`src/rtl/bus_pkg.sv`:
```
// Shared definitions for the CPU/DMA bus arbiter: FSM state encoding and
// default timing parameters.
package bus_pkg;

    typedef enum logic [2:0] {
        ARB_RST    = 3'd0,
        ARB_RUN    = 3'd1,
        ARB_DMA    = 3'd2,
        ARB_RESYNC = 3'd3,
        ARB_HALT   = 3'd4
    } arb_state_e;

    localparam int RESET_CYCLES_DEF = 4;
    localparam int DMA_BURST_DEF    = 16;
    localparam int CPU_MIN_DEF      = 4;

endpackage

```
`src/rtl/bus_mux.sv`:
```
// RAM port source selector: DMA requester or 6502 core. Core writes are
// only let through when the arbiter says the core actually owns the cycle.
module bus_mux (
    input  logic        sel_dma,
    input  logic        cpu_we_en,
    input  logic [15:0] cpu_address,
    input  logic [7:0]  cpu_out,
    input  logic        cpu_we,
    input  logic [15:0] dma_address,
    input  logic [7:0]  dma_wdata,
    input  logic        dma_we,
    output logic [15:0] mem_address,
    output logic [7:0]  mem_wdata,
    output logic        mem_we
);

    always_comb begin
        if (sel_dma) begin
            mem_address = dma_address;
            mem_wdata   = dma_wdata;
            mem_we      = dma_we;
        end else begin
            mem_address = cpu_address;
            mem_wdata   = cpu_out;
            mem_we      = cpu_we & cpu_we_en;
        end
    end

endmodule

```
`src/rtl/cpu_bus_arbiter.sv`:
```
// Arbiter for the RAM shared by the 6502 core and a DMA requester; also
// sequences core reset, DMA stalls and debugger halt/single-step.
module cpu_bus_arbiter
    import bus_pkg::*;
#(
    parameter int RESET_CYCLES = RESET_CYCLES_DEF,
    parameter int DMA_BURST    = DMA_BURST_DEF,
    parameter int CPU_MIN      = CPU_MIN_DEF
) (
    input  logic        clock,
    input  logic        reset,
    input  logic [15:0] cpu_address,
    input  logic [7:0]  cpu_out,
    input  logic        cpu_we,
    output logic [7:0]  cpu_in,
    output logic        cpu_hold,
    output logic        cpu_reset_n,
    output logic [15:0] mem_address,
    output logic [7:0]  mem_wdata,
    output logic        mem_we,
    input  logic [7:0]  mem_rdata,
    input  logic        dma_req,
    input  logic [15:0] dma_address,
    input  logic [7:0]  dma_wdata,
    input  logic        dma_we,
    output logic        dma_ack,
    output logic [7:0]  dma_rdata,
    output logic        dma_rvalid,
    input  logic        halt,
    input  logic        step,
    output logic        halted
);

    localparam int RW = $clog2(RESET_CYCLES + 1);
    localparam int CW = $clog2(CPU_MIN + 1);
    localparam int BW = $clog2(DMA_BURST + 1);
    localparam logic [RW-1:0] RST_LAST   = RW'(RESET_CYCLES - 1);
    localparam logic [CW-1:0] CPU_SAT    = CW'(CPU_MIN);
    localparam logic [BW-1:0] BURST_LAST = BW'(DMA_BURST - 1);

    arb_state_e    state_q, state_d;
    logic [RW-1:0] rst_cnt_q, rst_cnt_d;
    logic [CW-1:0] cpu_cnt_q, cpu_cnt_d;
    logic [BW-1:0] burst_cnt_q, burst_cnt_d;
    logic          step_flag_q, step_flag_d;
    logic          dma_rvalid_q, dma_rvalid_d;
    logic          sel_dma, cpu_we_en;

    always_ff @(posedge clock or posedge reset) begin
        if (reset) begin
            state_q      <= ARB_RST;
            rst_cnt_q    <= '0;
            cpu_cnt_q    <= CPU_SAT;
            burst_cnt_q  <= '0;
            step_flag_q  <= 1'b0;
            dma_rvalid_q <= 1'b0;
        end else begin
            state_q      <= state_d;
            rst_cnt_q    <= rst_cnt_d;
            cpu_cnt_q    <= cpu_cnt_d;
            burst_cnt_q  <= burst_cnt_d;
            step_flag_q  <= step_flag_d;
            dma_rvalid_q <= dma_rvalid_d;
        end
    end

    always_comb begin
        state_d      = state_q;
        rst_cnt_d    = rst_cnt_q;
        cpu_cnt_d    = cpu_cnt_q;
        burst_cnt_d  = burst_cnt_q;
        step_flag_d  = step_flag_q;
        dma_rvalid_d = dma_ack & ~dma_we;
        case (state_q)
            ARB_RST: begin
                if (rst_cnt_q == RST_LAST) state_d = ARB_RUN;
                else                       rst_cnt_d = rst_cnt_q + RW'(1);
            end
            ARB_RUN: begin
                if (cpu_cnt_q < CPU_SAT) cpu_cnt_d = cpu_cnt_q + CW'(1);
                // Only a read cycle may end RUN so a core write is never split.
                if (!cpu_we) begin
                    if (halt || step_flag_q) begin
                        state_d     = ARB_HALT;
                        step_flag_d = 1'b0;
                    end else if (dma_req && cpu_cnt_q >= CPU_SAT) begin
                        state_d = ARB_DMA;
                    end
                end
            end
            ARB_DMA: begin
                if (burst_cnt_q < BURST_LAST) burst_cnt_d = burst_cnt_q + BW'(1);
                if (!dma_req || (!halt && burst_cnt_q >= BURST_LAST)) begin
                    state_d     = halt ? ARB_HALT : ARB_RESYNC;
                    burst_cnt_d = '0;
                    cpu_cnt_d   = '0;
                end
            end
            ARB_RESYNC: state_d = ARB_RUN;
            ARB_HALT: begin
                if (dma_req) begin
                    state_d = ARB_DMA;
                end else if (!halt) begin
                    state_d     = ARB_RESYNC;
                    step_flag_d = 1'b0;
                end else if (step) begin
                    state_d     = ARB_RESYNC;
                    step_flag_d = 1'b1;
                end
            end
            default: state_d = ARB_RST;
        endcase
    end

    always_comb begin
        cpu_hold    = 1'b0;
        cpu_reset_n = 1'b1;
        dma_ack     = 1'b0;
        halted      = 1'b0;
        sel_dma     = 1'b0;
        cpu_we_en   = 1'b0;
        case (state_q)
            ARB_RST: begin
                cpu_hold    = 1'b1;
                cpu_reset_n = 1'b0;
            end
            ARB_RUN: begin
                cpu_hold  = 1'b1;
                cpu_we_en = 1'b1;
            end
            ARB_DMA: begin
                sel_dma = 1'b1;
                dma_ack = 1'b1;
            end
            ARB_RESYNC: ;
            ARB_HALT: halted = 1'b1;
            default: begin
                cpu_hold    = 1'b1;
                cpu_reset_n = 1'b0;
            end
        endcase
    end

    bus_mux u_bus_mux (
        .sel_dma     (sel_dma),
        .cpu_we_en   (cpu_we_en),
        .cpu_address (cpu_address),
        .cpu_out     (cpu_out),
        .cpu_we      (cpu_we),
        .dma_address (dma_address),
        .dma_wdata   (dma_wdata),
        .dma_we      (dma_we),
        .mem_address (mem_address),
        .mem_wdata   (mem_wdata),
        .mem_we      (mem_we)
    );

    assign cpu_in     = mem_rdata;
    assign dma_rdata  = mem_rdata;
    assign dma_rvalid = dma_rvalid_q;

endmodule

```
`config.mk`:
```
export PLATFORM = sky130hd
export DESIGN_NAME = cpu_bus_arbiter
export DESIGN_NICKNAME = d
export VERILOG_FILES = /design/src/rtl/bus_pkg.sv /design/src/rtl/bus_mux.sv /design/src/rtl/cpu_bus_arbiter.sv
export SDC_FILE = /design/constraint.sdc
export NUM_CORES = 1
export LEC_CHECK = 0
export BUFFER_PORTS_ARGS = -buffer_cell sky130_fd_sc_hd__buf_4
export CORE_ASPECT_RATIO = 1.2
export CORE_MARGIN = 4
export CORE_UTILIZATION = 36
export CTS_CLUSTER_DIAMETER = 150
export CTS_CLUSTER_SIZE = 16
export DETAILED_ROUTE_END_ITERATION = 6
export PLACE_DENSITY = 0.88
export SLEW_MARGIN = 20
export SYNTH_ARGS = -nofsm -noshare
export SYNTH_HDL_FRONTEND = slang
export SYNTH_SLANG_ARGS = --single-unit
```
`constraint.sdc`:
```
create_clock -name clock -period 1.8 [get_ports clock]
set_input_delay 0.09 -clock clock [delete_from_list [all_inputs] [get_ports clock]]
set_output_delay 0.09 -clock clock [all_outputs]
set_load 0.05 [all_outputs]
```
; Yosys cells after proc, flatten, opt, wreduce, memory -nomap -nowiden
; Cells that the tools add are included.
[word_totals]
reg_bits = 16
in_bits = 63
wordCells = 77
output_inout_bits = 46
[op_classes]
eq_ne = 14
add_sub_neg = 3
reduce_logical = 17
mux = 29
order_cmp = 4
bitwise_logic = 4
[op_table]
columns = cell, n
row1 = 2-to-1 mux 3 bit, 11
row2 = 2-to-1 mux 16 bit, 1
row3 = one-hot mux 3 bit (5 select lines), 1
row4 = != test 2 bit (second input constant), 6
row5 = 2-to-1 mux 1 bit, 11
row6 = 2-to-1 mux 5 bit, 2
row7 = AND reduction 5 bit, 2
row8 = equality test 3 x 2 -> 1 bit (second input constant), 3
row9 = 2-to-1 mux 8 bit, 1
row10 = adder 3 x 1 -> 3 bit (second input constant), 2
row11 = != test 3 bit (second input constant), 2
row12 = one-hot mux 3 bit (2 select lines), 1
row13 = nonzero test 2 bit, 3
row14 = adder 5 x 1 -> 5 bit (second input constant), 1
row15 = >= comparator 5 x 4 -> 1 bit (second input constant), 1
row16 = less-than comparator 5 x 4 -> 1 bit (second input constant), 1
row17 = != test 4 bit (second input constant), 1
row18 = AND reduction 2 bit, 2
row19 = OR reduction 4 bit, 1
row20 = equality test 3 x 1 -> 1 bit (second input constant), 1
row21 = equality test 3 bit (second input constant), 1
row22 = >= comparator 3 bit (second input constant), 1
row23 = zero test 3 bit, 1
row24 = less-than comparator 3 bit (second input constant), 1
row25 = 8 further kinds, 13

; Logic depth before layout (Yosys ltp)
[depth]
depth_word = 6
ltp_mapped = 8
ltp_nobuf = 6

; Cells and area by module
; Synthesis repeated with hierarchy kept, for this count alone.
[hier_totals]
hier_cells = 146
hier_area_um2 = 1446.4
[modules_own_cells]
columns = mod, n_inst, cells_per_inst, seq_area_each_um2, area_each_um2
row1 = cpu_bus_arbiter, 1, 116, 401.6, 1044.8
row2 = bus_mux, 1, 30, 0.0, 401.6

; Worst setup path before layout
; Ideal clock, no wire load.
[synth_timing]
kind = reg-to-output
from = register state_q[1]
to = output port cpu_hold
stages_incl_launch_ff = 4
slack_ps = -682
n_path_buf = 1
arrival_ps = 2392
required_ps = 1710
path_cell_list = dfrtp_1 -> clkbuf_1 -> nor3_1 -> a21oi_1
[synth_via]
elab_chain_cells = 3
word_cells_on_any_way = 5
classes_between = eq/ne: 3 / mux: 1 / reduce/logical: 1
[synth_rtl]
columns = item, line_no
row1 = start: declaration, cpu_bus_arbiter.sv:41  ; arb_state_e state_q, state_d;
row2 = start signal: assignment, cpu_bus_arbiter.sv:58  ; state_q <= state_d;
row3 = equality test 3 bit / equality test 3 x 2 -> 1 bit (equally long branches), cpu_bus_arbiter.sv:122  ; case (state_q)
row4 = OR reduction 3 bit (no source line) (*), -
row5 = 2-to-1 mux 1 bit (*), cpu_bus_arbiter.sv:122
row6 = end: declaration, cpu_bus_arbiter.sv:16  ; output logic cpu_hold,
; Mark *: on every way between the ends. The rest lies on a longest branch, timed or not.

; Final worst setup path
[layout_timing]
from = register state_q[0]
to = output port mem_address[11]
[layout_via]
elab_chain_cells = 3
[layout_rtl]
columns = item, line_no
row1 = equality test 3 x 2 -> 1 bit, cpu_bus_arbiter.sv:122
row2 = 2-to-1 mux 1 bit, cpu_bus_arbiter.sv:122
row3 = 2-to-1 mux 16 bit, bus_mux.sv:18  ; if (sel_dma) begin
row4 = end: declaration, cpu_bus_arbiter.sv:18  ; output logic [15:0] mem_address,
; Every way passes these cells.

==> summary.txt <==
Status
  – Status: completed

STA
  – Minimum clock period: 1760 ps
  – Relative slew margins: 0.5931
  – RSZ-0062 raised after global routing: false
  – Clk_skew: 1.362 ps
  – Worst slew pin tran: 609.6 ps
  – Final setup viols: 0
  – Fin Hold WS: 135.7 ps
  – Max Fclk: 0.5683 GHz
  – Final Hold Fails: 0
  – Final Cycle Share: 0.9776
  – Max-slew violations: 0

Synth
  – Yosys reg bits: 16
  – FFs w/ async S/R, synth: 1.000
  – Count of unique library cells instantiated by Yosys: 39
  – Mapped Area: 1404 µm²
  – Xor and xnor area share after synthesis: 0.02496
  – Mux share of post-synthesis cell area: 0.02406
  – Synth Area in Simple Gates: 0.3244
  – Most used DFF post-synth: dfrtp_1
  – Post-synth EDFFs: 0
  – Main combinational cell family by area after synthesis: simple AND/OR/NAND/NOR gates
  – Synthesized Nets: 266
  – YS warnings: 0
  – Number of cells produced by synthesis: 198
  – Compound-Gate Fraction of Synth Area: 0.1417
  – Mean Syn Cell Area: 7.090 µm²
  – Post-synthesis sequential area ratio: 0.2861
  – Synth Area in Adders: 0.04456

Worst setup path
  – Critical path class: reg2out
  – CP top delay family: simple AND/OR/NAND/NOR gates
  – RR Endpoint: state_q[0]
  – Worst path cell trace: or3b_4 > inv_6 > buf_12 > nand2_1 > nand2_2 > buf_4
  – Worst path max stage delay: 440 ps
  – Reg-to-reg critical path startpoint: burst_cnt_q[0]
  – Critical Path End Type: output pin
  – Crit start category: flip-flop
  – CP max-delay cell: or3b_4
  – Register-to-register setup slack: 90 ps
  – Required time worst endpoint: 1710 ps
  – Worst reg2reg path depth: 6
  – Worst Path Max Fanout: 13
  – Buffers & Inverters on Critical Path: 3
  – Critical Path AT: 1670 ps

Die
  – Die area: 4967 µm²
  – Die H: 76.41 µm
  – Initial Util: 0.3801
  – Num ports: 109
  – Core Area: 3694 µm²
  – Row count: 24
  – DIE WIDTH: 65.01 µm

Final layout
  – Area Growth Syn to Fin: 61.59%
  – Most frequent cells in the layout: buf_4, nand2_1, buf_6, dfrtp_1, nand2_2
  – Fraction of layout cells with a size suffix above 1: 0.4532
  – Fin util: 0.6142
  – Nets: 347
  – Post-Layout Cell Count: 330
  – Commonest non-fill, non-tap cell in the layout: buf_4
  – Diodes inserted: 0

Worst hold path
  – Hold Path End: step_flag_q
  – Hold depth: 3
  – Hold Crit Start: step
  – Min-delay worst type: in2reg

Detailed routing
  – Top sig layer: met4
  – Vias per inst: 4.915
  – Final ANT Viol Nets: 0
  – WL/cell: 13.70 µm
  – DR pass1 iterations: 4
  – DRC violation count after routing: 0
  – Met1 wire length: 1675 µm
  – Initial drt markers: 117
  – Vias: 1622
  – Met3 WL: 575 µm
  – Routed WL: 4522 µm
  – Routed met2 length: 2227 µm

Clocking
  – Clock slew at reported path FFs: 60 ps
  – CTS tree: yes
  – Total clock sinks: 16
  – CTS root buf: clkbuf_8
  – Num CTS Buffers: 3
  – Latest clock arrival within the worst-skew pair: 250 ps
  – Largest buffer count on any clock path: 2
  – H-tree depth: 1

Placed design
  – Placed cells: 318
  – Dpl hpwl: 3290 µm
  – Final RePlAce weighted congestion: 0.8950
  – Port-buffer cells: 84

Pwr
  – PnR Total Power: 3.065 mW
  – Cell Pwr Density: 1351 nW/µm²
  – Leak Pwr: 1.185 nW
  – Peak supply drop: 0.4752 mV

Global routing
  – Vias in the first global route: 1478
  – Largest net degree at the start of global routing: 26
  – Gr usage total: 0.1636
  – Total grt overflow: 0
  – Initial antenna violation count: 0
  – Global-route wire length before repair: 6617 µm

Run
  – Max Cap Viol: 0
## stage by stage
step	setup TNS, ps	setup slack (ps)	area, µm²
2_1_floorplan	-89.96	-89.96	1431
3_3_place_gp	0	137.2	2041
3_5_place_dp	0	97.07	2041
4_1_cts	0	18.88	2127
5_1_grt	0	10.20	2268
6_report	0	40.35	2268
## Yosys cell counts (2+ instances only)
| library cell | instances | area [µm²] |
|---|---|---|
| buf_2 | 4 | 20.02 |
| ha_1 | 5 | 62.56 |
| nand3_1 | 3 | 15.01 |
| nor3_1 | 2 | 10.01 |
| a22o_1 | 3 | 26.28 |
| dfrtp_1 | 15 | 375.4 |
| nand2b_1 | 3 | 18.77 |
| nand2_1 | 78 | 292.8 |
| buf_4 | 18 | 135.1 |
| mux2_2 | 3 | 33.78 |
| nor2_1 | 7 | 26.28 |
| a21oi_1 | 7 | 35.03 |
| o21ai_0 | 2 | 10.01 |
| a41oi_1 | 2 | 17.52 |
| nor4b_1 | 2 | 17.52 |
| or3b_1 | 2 | 17.52 |
| o22ai_1 | 2 | 12.51 |
| a31oi_1 | 2 | 12.51 |
| inv_1 | 8 | 30.03 |
| clkbuf_1 | 4 | 15.01 |
| o21ai_1 | 6 | 30.03 |
| xor2_1 | 3 | 26.28 |
## worst reg2reg max path, stage by stage (launching register included)
cell     delay, ps
dfrtp_1        380
ha_1           210
and3_1         170
ha_1           190
o21ai_1        250
a31oi_1        130
mux2_2         270
## what timing repair did
item                                    4_1_cts  5_1_grt
endpoints found under the setup margin       25       26
cloned                                        0        1
pin swaps                                     0        2
hold buffers                                  2        0
resized for setup                             2       23
endpoints found under the hold margin        16        0
setup buffers                                 1        4
## power breakdown
| group | internal (mW) | switching (mW) |
|---|---|---|
| logic | 0.886 | 1.29 |
| registers | 0.485 | 0.0880 |
| clock network | 0.194 | 0.127 |
| total | 1.57 | 1.50 |
## worst max path at each step
stage,startpoint,to,depth (start not counted)
2_1_floorplan,state_q[2],cpu_hold,4
6_report,state_q[0],mem_address[11],6
3_3_place_gp,rst_cnt_q[0],state_q[0],6
5_1_grt,state_q[0],mem_address[11],6
3_5_place_dp,rst_cnt_q[0],state_q[0],6
4_1_cts,state_q[2],mem_wdata[4],6
## kinds of logic (layout without fill, tap and decap cells)
logic type | count (synthesis) | after routing
AOI/OAI and AO/OA | 30 | 30
xor gates and xnor gates | 4 | 4
adders and majority gates | 5 | 5
buffers and inverters | 36 | 116
DFF | 16 | 16
muxes | 3 | 3
and+or+nand+nor | 104 | 104
## registers in the layout (all words and copies together), names as in the netlist
| register | flops |
|---|---|
| burst_cnt_q | 5 |
| cpu_cnt_q | 3 |
| rst_cnt_q | 3 |
| state_q | 3 |
| dma_rvalid | 1 |
| step_flag_q | 1 |
## routing by layer
layer / track usage / vias to the layer above
li1: - / 803
met1: 0.1741 / 730
met2: 0.2907 / 84
met3: 0.06342 / 5
met4: 0.05074 / 0
met5: 0 / -
## layout make-up
type,instances,area [µm²]
flip-flops and latches,16,402.9
well taps,52,65.06
fillers,311,1425
repair buffers,103,879.6
multi-input cells,146,827.0
clock buffers,4,55.05
inverters,9,38.79
(Power assumes the default switching activity.)
